===== config.mk =====
export PLATFORM = sky130hd
export DESIGN_NAME = time_counter
export DESIGN_NICKNAME = d
export VERILOG_FILES = /design/src/rtl/time_counter.sv
export SDC_FILE = /design/constraint.sdc
export NUM_CORES = 1
export LEC_CHECK = 0
export ABC_AREA = 1
export BUFFER_PORTS_ARGS = -buffer_cell sky130_fd_sc_hd__buf_2
export CORE_ASPECT_RATIO = 1.75
export CORE_MARGIN = 3
export CORE_UTILIZATION = 40
export CTS_CLUSTER_SIZE = 40
export DETAILED_ROUTE_END_ITERATION = 6
export PLACE_DENSITY = 0.69
export SYNTH_ARGS = -nofsm -noshare
export SYNTH_HDL_FRONTEND = slang
export SYNTH_SLANG_ARGS = --single-unit

===== constraint.sdc =====
create_clock -name clk -period 4.29 [get_ports clk]
set_input_delay 0.429 -clock clk [delete_from_list [all_inputs] [get_ports clk]]
set_output_delay 0.429 -clock clk [all_outputs]
set_load 0.01 [all_outputs]

===== src/rtl/time_counter.sv =====
// Timekeeping core: divides clk to a 1 Hz tick and advances a 24-hour BCD HH:MM:SS,
// with validated hour/minute loading and per-second/hour/day strobes.
module time_counter #(
    parameter int CLK_HZ = 1000
) (
    input  logic       clk,
    input  logic       rst,
    input  logic       run,
    input  logic       load,
    input  logic [3:0] hr_high_setting,
    input  logic [3:0] hr_low_setting,
    input  logic [3:0] min_high_setting,
    input  logic [3:0] min_low_setting,
    output logic [3:0] hr_high_timing,
    output logic [3:0] hr_low_timing,
    output logic [3:0] min_high_timing,
    output logic [3:0] min_low_timing,
    output logic [3:0] sec_high_timing,
    output logic [3:0] sec_low_timing,
    output logic       sec_tick,
    output logic       hour_pulse,
    output logic       day_pulse,
    output logic       load_err
);

    localparam int PW = (CLK_HZ > 2) ? $clog2(CLK_HZ) : 1;
    localparam logic [PW-1:0] PRESC_MAX = PW'(CLK_HZ - 1);

    logic [PW-1:0] presc;
    logic          tick;
    logic          load_ok;
    logic          wrap_hour;
    logic          wrap_day;
    logic [3:0]    n_hh, n_hl, n_mh, n_ml, n_sh, n_sl;

    assign tick = run && (presc == PRESC_MAX);

    assign load_ok = (hr_high_setting <= 4'd2)
                  && (hr_low_setting  <= 4'd9)
                  && !(hr_high_setting == 4'd2 && hr_low_setting > 4'd3)
                  && (min_high_setting <= 4'd5)
                  && (min_low_setting  <= 4'd9);

    // MM:SS at 59:59 means the next advance lands on a full hour; 23:59:59 on a new day.
    assign wrap_hour = (sec_low_timing == 4'd9) && (sec_high_timing == 4'd5)
                    && (min_low_timing == 4'd9) && (min_high_timing == 4'd5);
    assign wrap_day  = wrap_hour && (hr_high_timing == 4'd2) && (hr_low_timing == 4'd3);

    always_comb begin
        n_hh = hr_high_timing;
        n_hl = hr_low_timing;
        n_mh = min_high_timing;
        n_ml = min_low_timing;
        n_sh = sec_high_timing;
        n_sl = sec_low_timing;
        if (sec_low_timing != 4'd9) begin
            n_sl = sec_low_timing + 4'd1;
        end else begin
            n_sl = 4'd0;
            if (sec_high_timing != 4'd5) begin
                n_sh = sec_high_timing + 4'd1;
            end else begin
                n_sh = 4'd0;
                if (min_low_timing != 4'd9) begin
                    n_ml = min_low_timing + 4'd1;
                end else begin
                    n_ml = 4'd0;
                    if (min_high_timing != 4'd5) begin
                        n_mh = min_high_timing + 4'd1;
                    end else begin
                        n_mh = 4'd0;
                        if (hr_high_timing == 4'd2 && hr_low_timing == 4'd3) begin
                            n_hh = 4'd0;
                            n_hl = 4'd0;
                        end else if (hr_low_timing == 4'd9) begin
                            n_hl = 4'd0;
                            n_hh = hr_high_timing + 4'd1;
                        end else begin
                            n_hl = hr_low_timing + 4'd1;
                        end
                    end
                end
            end
        end
    end

    always_ff @(posedge clk) begin
        if (rst) begin
            presc           <= '0;
            hr_high_timing  <= 4'd0;
            hr_low_timing   <= 4'd0;
            min_high_timing <= 4'd0;
            min_low_timing  <= 4'd0;
            sec_high_timing <= 4'd0;
            sec_low_timing  <= 4'd0;
            sec_tick        <= 1'b0;
            hour_pulse      <= 1'b0;
            day_pulse       <= 1'b0;
            load_err        <= 1'b0;
        end else begin
            sec_tick   <= 1'b0;
            hour_pulse <= 1'b0;
            day_pulse  <= 1'b0;
            load_err   <= 1'b0;
            if (load && load_ok) begin
                // A valid load wins over a coincident tick so the loaded time is exact.
                presc           <= '0;
                hr_high_timing  <= hr_high_setting;
                hr_low_timing   <= hr_low_setting;
                min_high_timing <= min_high_setting;
                min_low_timing  <= min_low_setting;
                sec_high_timing <= 4'd0;
                sec_low_timing  <= 4'd0;
            end else begin
                load_err <= load;
                if (run)
                    presc <= tick ? '0 : presc + PW'(1);
                if (tick) begin
                    hr_high_timing  <= n_hh;
                    hr_low_timing   <= n_hl;
                    min_high_timing <= n_mh;
                    min_low_timing  <= n_ml;
                    sec_high_timing <= n_sh;
                    sec_low_timing  <= n_sl;
                    sec_tick        <= 1'b1;
                    hour_pulse      <= wrap_hour;
                    day_pulse       <= wrap_day;
                end
            end
        end
    end

endmodule


==> impl_metrics.json <==
{
  "syn_area_mm2": 0.00216,
  "period_share_pct": 42.6,
  "slowest_stage": "nand2_1",
  "yosys.area_share.xor_xnor_pct": 3.64,
  "post_drt_wl_per_cell_um": 12.0,
  "placed_area_mm2": 0.00244,
  "grt_pass1_wl_um": 8890,
  "synth_ff_type": "dfxtp_1",
  "syn2layout_area_growth_pct": 19.1,
  "cp_common_cell": "nand2_1",
  "port_buffers": 47,
  "synth-seq-cells": 38,
  "ys_top_cells_by_area": "dfxtp_1 (35%), nand2_1 (14%), nor2_1 (9.4%), nand3_1 (7.2%), inv_1 (6.2%)",
  "diodes": 0,
  "grt_max_degree": 26,
  "synthMuxAreaShare_pct": 0,
  "p_per_area_mw_per_mm2": 295,
  "synth_top_area_share_pct": 35.2,
  "path_class": "primary input to flop",
  "vias_per_cell": 5.09,
  "cellLeakagePower_nw": 1.20,
  "grtUsageTotal_pct": 18.2,
  "hp-class": "primary input to flop",
  "die_w_um": 61.6,
  "syn-num-nets": 352,
  "p_total_w": 0.000761,
  "multi_input_area_mm2": 0.00123,
  "max_slew_margin_pct": 58.2,
  "ctsHtreeMaxLevel": 2,
  "synth_compound_area_share_pct": 9.37,
  "min_period_ns": 1.83,
  "route.detailed.drc": 0,
  "peakVddDrop_v": 0.000179,
  "setup_tns_ns": 0,
  "num_vias": 2210,
  "synth_edf_count": 0,
  "syn_inst": 329,
  "synth_async_sr_flop_share_pct": 0,
  "ctsHoldBuffers": 0,
  "yosysWarnings": 0,
  "cts_buffers": 5,
  "layout.cells.most_common_list": "nand2_1 (79), nor2_1 (54), buf_2 (47)",
  "drt_iter0_markers": 64,
  "crit_required_ns": 4.48,
  "status": "completed",
  "drive_gt1_share_pct": 19.2,
  "dieHeight_um": 103,
  "dp_hpwl_um": 4150,
  "cp.arrival_ns": 2.01,
  "start_util_pct": 42.4,
  "grt_antenna_before_repair": 0,
  "yosys.cell_types.count": 29,
  "rsz0062_at_grt": "false",
  "timing.final.hold_violations": 0,
  "path_clk_slew_ns": 0.08,
  "core.rowCount": 34,
  "core_area_mm2": 0.00510,
  "grt_overflow": 0,
  "postCtsSetupBuffers": 0,
  "max_stage_delay_ns": 0.41,
  "finalNetCount": 402,
  "post_cts_resize_count": 0,
  "cts-root-buf": "clkbuf_8",
  "die_area_mm2": 0.00636,
  "fin_area_mm2": 0.00258,
  "firstDrtPassIters": 4,
  "fmax_mhz": 548,
  "clk_path_buf_depth": 2,
  "final-setup-viol-count": 0,
  "fillers": 532,
  "stdcell_count": 434,
  "drv_slew": 0,
  "cts.sinks": 38,
  "cts_tree": "done",
  "synth-simple-area-share_pct": 42.3,
  "yosysSeqAreaShare_pct": 35.2,
  "crit_path_end_kind": "flop",
  "clock_skew_ns": 0.0100,
  "cap_viol_max_count": 0,
  "startpoint_type": "primary input",
  "worstMarginPinSlew_ns": 0.621,
  "worstPathMaxFanout": 25,
  "place.gp.congestion": 0.842,
  "clk-insertion-delay-late_ns": 0.29,
  "synth_top_area_cell": "dfxtp_1",
  "io_pins": 48,
  "synth_top_family_by_area": "simple AND/OR/NAND/NOR gates",
  "ant_nets": 0,
  "synth_fa_ha_area_share_pct": 1.74,
  "crit_path_cell_trace": "buf_2 > o21ai_0 > nand2_1 > nand2_1 > nand2_4 > nand2_1 > inv_1 > nand2_2 > nor3b_1",
  "placedCellCount": 426,
  "layout_commonest_cell": "nand2_1",
  "grt_pass1_vias": 2115,
  "seq_area_um2": 761,
  "drt_wl_total_um": 5230,
  "avgSynthCellArea_um2": 6.58
}
## worst max-delay path, delay by kind of cell
kind	cells	cell delay [ns]
AOI/OAI and AO/OA	1	0.17
buffers and inverters	2	0.31
and+or+nand+nor	6	1.10
## flip-flops by register name (all words and copies together), names as in the netlist, 4 cells and up
register and cells:
hr_high_timing 4, hr_low_timing 4, min_high_timing 4, min_low_timing 4, presc 10, sec_high_timing 4
sec_low_timing 4
## power breakdown
group          internal [W]   total, W  switching [W]  leakage [nW]
Combinational     0.0000138  0.0000362      0.0000225         0.828
Clock              0.000233   0.000367       0.000134        0.0683
Sequential         0.000355   0.000358     0.00000266         0.307
## metal layers
| layer | track usage (%) | part of all wire (%) |
|---|---|---|
| met1 | 18.9 | 39 |
| met2 | 33.4 | 54 |
| met3 | 3.73 | 5.0 |
| met4 | 8.17 | 2.2 |
| met5 | 0 | 0 |
## synthesized netlist by cell type (4+ instances only)
master,count
nor2_1,54
dfxtp_1,38
inv_1,36
nor3_1,8
nand2_1,79
a21oi_1,20
nor2_2,4
nand3b_1,4
nand2_2,4
o21ai_0,16
xor2_1,8
nand3_1,31
## path summary, 6_finish.rpt
check | from | to | slack [ns] | cells past startpoint
worst max register to register | presc[0] | min_high_timing[2] | 2.51 | 10
worst min register to register | presc[1] | presc[1] | 0.50 | 2
worst min-delay path | rst | hr_low_timing[1] | 0.37 | 2
worst max-delay path | hr_low_setting[1] | presc[3] | 2.46 | 9
## cell type report
type                    count  share of cell area, %
clock inverters             3                   2.67
repair buffers             47                   9.13
flip-flops and latches     38                   29.5
well taps                  54                   2.62
multi-input cells         249                   47.9
inverters                  38                   5.53
clock buffers               5                   2.67
## metrics by stage
| step | hold slack [ns] | worst slack, ns | utilization, % |
|---|---|---|---|
| 6_report | 0.366 | 2.46 | 50.5 |
| 5_1_grt | 0.372 | 2.22 | 50.5 |
| 4_1_cts | 0.364 | 2.41 | 50.5 |
| 3_5_place_dp | 0.489 | 2.10 | 47.8 |
| 3_3_place_gp | 0.483 | 2.21 | 47.8 |
| 2_1_floorplan | 0.461 | 2.77 | - |
## kinds of logic after synthesis
group,count (synthesis)
buffers and inverters,42
flip-flops,38
adder cells (fa/ha/maj),3
AO/OA/AOI/OAI,39
XOR/XNOR,9
AND/OR/NAND/NOR,198
Power figures use the tool's default switching activity.
